--- config.mk ---
export PLATFORM = sky130hd
export DESIGN_NAME = channel_serializer
export DESIGN_NICKNAME = d
export VERILOG_FILES = /design/src/rtl/channel_serializer.sv
export SDC_FILE = /design/constraint.sdc
export NUM_CORES = 1
export LEC_CHECK = 0
export BUFFER_PORTS_ARGS = -buffer_cell sky130_fd_sc_hd__buf_2
export CORE_ASPECT_RATIO = 1.2
export CORE_UTILIZATION = 35
export CTS_CLUSTER_DIAMETER = 80
export DETAILED_ROUTE_END_ITERATION = 16
export PLACE_DENSITY_LB_ADDON = 0.08
export REMOVE_ABC_BUFFERS = 1
export SLEW_MARGIN = 20
export SYNTH_ARGS = -nofsm -noshare
export SYNTH_HDL_FRONTEND = slang
export SYNTH_SLANG_ARGS = --single-unit
--- constraint.sdc ---
create_clock -name clk -period 3.2 [get_ports clk]
set_clock_uncertainty 0.05 [all_clocks]
set_input_delay 0.64 -clock clk [delete_from_list [all_inputs] [get_ports clk]]
set_output_delay 0.64 -clock clk [all_outputs]
set_load 0.03 [all_outputs]
--- src/rtl/channel_serializer.sv ---
// rtl/channel_serializer.sv - splits one NIn-bit input word into NIn/NOut output beats
// Beats are emitted from the low end of sr (or high end when MSBFirst) and sr shifts toward it.
module channel_serializer #(
  parameter int NIn      = 16,
  parameter int NOut     = 4,
  parameter int MSBFirst = 0
) (
  input  logic            clk,
  input  logic            reset,
  input  logic [NIn-1:0]  in_d,
  input  logic            in_v,
  output logic            in_a,
  output logic [NOut-1:0] out_d,
  output logic            out_v,
  input  logic            out_a
);

  localparam int K  = NIn / NOut;
  localparam int CW = (K > 1) ? $clog2(K) : 1;

  generate
    if (NIn % NOut != 0) begin : g_bad_width
      $error("channel_serializer: NIn must be a multiple of NOut");
    end
  endgenerate

  typedef enum logic {EMPTY, SENDING} state_t;

  state_t          state_q, state_d;
  logic [CW-1:0]   cnt_q, cnt_d;
  logic [NIn-1:0]  sr_q, sr_d;
  logic [NIn-1:0]  sr_shifted;
  logic            last_beat;
  logic            in_fire;
  logic            out_fire;

  generate
    if (K == 1) begin : g_no_shift
      assign sr_shifted = '0;
    end else if (MSBFirst != 0) begin : g_shift_up
      assign sr_shifted = {sr_q[NIn-NOut-1:0], {NOut{1'b0}}};
    end else begin : g_shift_down
      assign sr_shifted = {{NOut{1'b0}}, sr_q[NIn-1:NOut]};
    end

    if (MSBFirst != 0) begin : g_out_msb
      assign out_d = sr_q[NIn-1:NIn-NOut];
    end else begin : g_out_lsb
      assign out_d = sr_q[NOut-1:0];
    end
  endgenerate

  assign last_beat = (cnt_q == CW'(K - 1));
  assign out_v     = (state_q == SENDING);
  // out_a feeds in_a combinationally so a new word can load on the last-beat edge.
  assign in_a      = reset && ((state_q == EMPTY) || (last_beat && out_a));
  assign in_fire   = in_v && in_a;
  assign out_fire  = out_v && out_a;

  always_comb begin
    state_d = state_q;
    cnt_d   = cnt_q;
    sr_d    = sr_q;
    if (state_q == EMPTY) begin
      if (in_fire) begin
        state_d = SENDING;
        cnt_d   = '0;
        sr_d    = in_d;
      end
    end else if (out_fire) begin
      if (!last_beat) begin
        cnt_d = cnt_q + CW'(1);
        sr_d  = sr_shifted;
      end else if (in_fire) begin
        cnt_d = '0;
        sr_d  = in_d;
      end else begin
        state_d = EMPTY;
        cnt_d   = '0;
        sr_d    = '0;
      end
    end
  end

  always_ff @(posedge clk or negedge reset) begin
    if (!reset) begin
      state_q <= EMPTY;
      cnt_q   <= '0;
      sr_q    <= '0;
    end else begin
      state_q <= state_d;
      cnt_q   <= cnt_d;
      sr_q    <= sr_d;
    end
  end

endmodule

## After elaboration in Yosys (flattened, before gate mapping)

Cells that the tools add are included.

- Bitwise gates (word level): 1
- Reduce and logical (&&, ||, !) cells: 7
- Equal/unequal tests: 2
- Add/sub/neg operators: 1
- Mux-type cells: 13

Operator list:

| kind | number |
|---|---|
| $mux W16 | 5 |
| $mux W2 | 4 |
| $logic_and A1 B1 Y1 | 4 |
| $mux W1 | 4 |
| $add A2 B1 Y2 const B | 1 |
| $eq A2 B2 Y1 const B | 1 |
| $ne A2 B1 Y1 const B | 1 |
| $reduce_and A2 Y1 | 1 |
| $reduce_bool A2 Y1 | 1 |
| $logic_or A1 B1 Y1 | 1 |
| $not A1 Y1 | 1 |

- Flip-flop bits (word level): 19
- Word-level logic and storage cells: 27
- Input port bits: 20

## Logic depth before layout (Yosys ltp)

- Word-level depth: 9
- Mapped depth: 5
- Gate-level depth less buffers: 4

## Worst setup path before layout

OpenSTA, ideal clock, no wires.

- Path type: input to output
- Start point: input port out_a
- End point: output port in_a
- Arrival: 1414 ps
- Stages on the path: 2
- Data required time: 2510 ps
- Setup slack: 1096 ps
- Path through: nand2_1 a21boi_0

- Cells in the longest elaborated chain, start to end: 3

RTL lines:

| element | line | RTL |
|---|---|---|
| from (decl) | 15 | `input logic out_a` |
| $logic_and A1 B1 Y1 | 56 | `assign in_a = reset && ((state_q == EMPTY) \|\| (last_beat && out_a));` |
| $logic_or A1 B1 Y1 | 56 |  |
| $logic_and A1 B1 Y1 | 56 |  |
| to (decl) | 12 | `output logic in_a,` |

No other way between the ends.

## Worst setup path in the final report

- Start point: register cnt_q[0]
- End point: output port in_a

- Cells in the longest elaborated chain, start to end: 4

RTL lines:

| element | line | RTL |
|---|---|---|
| from (decl) | 30 | `logic [CW-1:0] cnt_q, cnt_d;` |
| from (signal assigned) | 92 | `cnt_q <= cnt_d;` |
| $eq A2 B2 Y1 | 53 | `assign last_beat = (cnt_q == CW'(K - 1));` |
| $logic_and A1 B1 Y1 | 56 |  |
| $logic_or A1 B1 Y1 | 56 |  |
| $logic_and A1 B1 Y1 | 56 |  |

No other way between the ends.

==> results.cfg <==
[sta]
max_slew_margin_pct = 42.94
hold_slack_ps = 294.8
hold_violations = 0
rsz0062_at_grt = no
period_share_pct = 62.87
fmax_ghz = 0.4971
fin_crit_ps = 2012
final.setup.tns_ps = 0
post-route-worst-setup-slack_ps = 1188
drv_slew = 0
worst_slew_pin_slew_ps = 854.2
setup_violations = 0

[clock_network]
cts_buffer_depth = 2
htree_levels = 1
cts.repair.resized = 0
clk_pin_slew_ps = 110
cts_tree = built
clock-sinks = 19
worstSkewPairLatency_ps = 300
postCtsHoldBufs = 0
clockRootBuffer = clkbuf_4
numCtsBuffers = 3
cts_setup_buffers = 0

[yosys]
netlist_area_um2 = 935.9
ys_warn_count = 0
async_flop_share_pct = 100.0
ys_seq_elements = 19
ys_types = 21
ys.flop_type = dfrtp_1
synthCells = 97
synth-edff-count = 0
ys_seq_area_share_pct = 50.80
synth.avg_cell_area_um2 = 9.648

[run_status]
status = finished clean

[layout]
layout_commonest_cell = buf_2
areaGrowthSynthToFinish_pct = 13.10
layout_common_cells = 25 x buf_2, 19 x dfrtp_1, 13 x nand2_1
antenna_cells = 0
n_fill_cell = 268
nets = 137
drive_above_1_share_pct = 26.96

[critical_path]
cp.required_ps = 2510
cp_cell_sequence = ha_1 -> nand2_1 -> a21boi_0 -> buf_2
cp_max_fo = 3
end_kind = primary output
path_delay_family = flip-flops
slowest_delay_ps = 380
path_buf_inv = 1
cp-start-kind = flip-flop
path_class = reg2out
r2r_slack_ps = 1460
critPathSlowestCell = dfrtp_1
cp.arrival_ps = 1320

[floorplan]
die_area_um2 = 2886
initial_core_util_pct = 37.03
die-height_um = 58.65
die_width_um = 49.21
std_cell_rows = 20
coreArea_um2 = 2527
top_level_ports = 26

[place]
place.gp.congestion = 0.7697
io_buffers = 25
dp_slack_ps = 1235
dp_hpwl_um = 1377

[drt]
drt_pass1_iterations = 4
route.detailed.drc = 0
drtIter0Drc = 31
viasPerCell = 5.257
ant_nets = 0
num_vias = 778
wirelength_um = 2039
route.detailed.wl_per_inst_um = 13.78

[flow_run]
max-cap-violations = 0

[global_routing]
grt_max_degree = 20
grt_antenna_before_repair = 0
grt_pass1_vias = 701
grt_pass1_wl_um = 3270
gr-usage-all-layers_pct = 15.25
gr-total-overflow = 0

[worst_hold_path]
hp-class = in2async

[power]
p_leak_uw = 0.0004830
power-per-cell-area_nw_per_um2 = 935.6
ir_drop_mv = 0.3467
power_switching_uw = 414.7
power.internal_uw = 575.6
power_frac_clock_pct = 12.4
seqPwrFrac_pct = 42.1
sw_frac_of_total_pct = 41.88
combPwrFrac_pct = 45.6
synth_stat cells, types with 2 or more instances:
| library cell | number | area share (%) |
|---|---|---|
| nand2_1 | 13 | 5.2 |
| o21ai_0 | 12 | 6.4 |
| buf_4 | 4 | 3.2 |
| a22o_1 | 6 | 5.6 |
| clkbuf_1 | 4 | 1.6 |
| buf_2 | 2 | 1.1 |
| nor3_1 | 12 | 6.4 |
| buf_6 | 2 | 2.4 |
| a31oi_1 | 12 | 8.0 |
| dfrtp_1 | 19 | 51 |
final timing paths:
check / startpoint / to / cells after the start
worst max-delay path: cnt_q[0]$_DFFE_PN0P_ / in_a / 4
worst min-delay path: reset / sr_q[4]$_DFFE_PN0P_ / 2
worst max register to register: cnt_q[0]$_DFFE_PN0P_ / sr_q[9]$_DFFE_PN0P_ / 4
worst min register to register: sr_q[13]$_DFFE_PN0P_ / sr_q[13]$_DFFE_PN0P_ / 1
max in group asynchronous: reset / sr_q[5]$_DFFE_PN0P_ / 2
min in group clk: sr_q[13]$_DFFE_PN0P_ / sr_q[13]$_DFFE_PN0P_ / 1
state kept, by name, indices dropped and copies added (netlist names):
register	flops
sr_q	16
cnt_q	2
out_v	1
power by group through the flow:
| stage | logic, uW | registers, uW | clock network, uW |
|---|---|---|---|
| floorplan | 274 | 475 | 0 |
| global placement | 454 | 426 | 0 |
| detailed placement | 457 | 425 | 0 |
| CTS | 459 | 419 | 128 |
| global route | 502 | 431 | 136 |
| finish | 451 | 417 | 122 |
routing by layer:
| metal | part of all wire (%) | vias up | GRT usage (%) |
|---|---|---|---|
| li1 | - | 393 | - |
| met2 | 47 | 19 | 25.83 |
| met5 | 0 | - | 0 |
| met1 | 47 | 362 | 18.27 |
| met4 | 1.4 | 0 | 8.824 |
| met3 | 3.9 | 4 | 2.584 |
through the flow:
stage	instances	total power, uW	utilization, %	instance area (um2)
after floorplan	85	748.8	-	858.3
after global placement	144	879.3	40.84	1032
after detailed placement	144	882.4	40.84	1032
after CTS	148	1006	41.88	1059
after global routing	148	1069	41.88	1059
final	148	990.3	41.88	1059
layout make-up:
| class | count | area (um2) | share of cell area, % |
|---|---|---|---|
| sequential | 19 | 475.5 | 44.92 |
| inverter | 1 | 3.754 | 0.3546 |
| multi-input combinational | 65 | 379.1 | 35.82 |
| timing repair buffer | 26 | 132.6 | 12.53 |
| tap | 33 | 41.29 | 3.901 |
| clock buffer | 4 | 26.28 | 2.482 |
cells by family after synthesis:
group,after synthesis,share of synthesized area [%]
adders and majority gates,1,1.337
and+or+nand+nor,31,16.18
buffers and inverters,13,8.689
AOI/OAI and AO/OA,32,21.79
muxes,1,1.203
DFF,19,50.80
(Power assumes the default switching activity.)
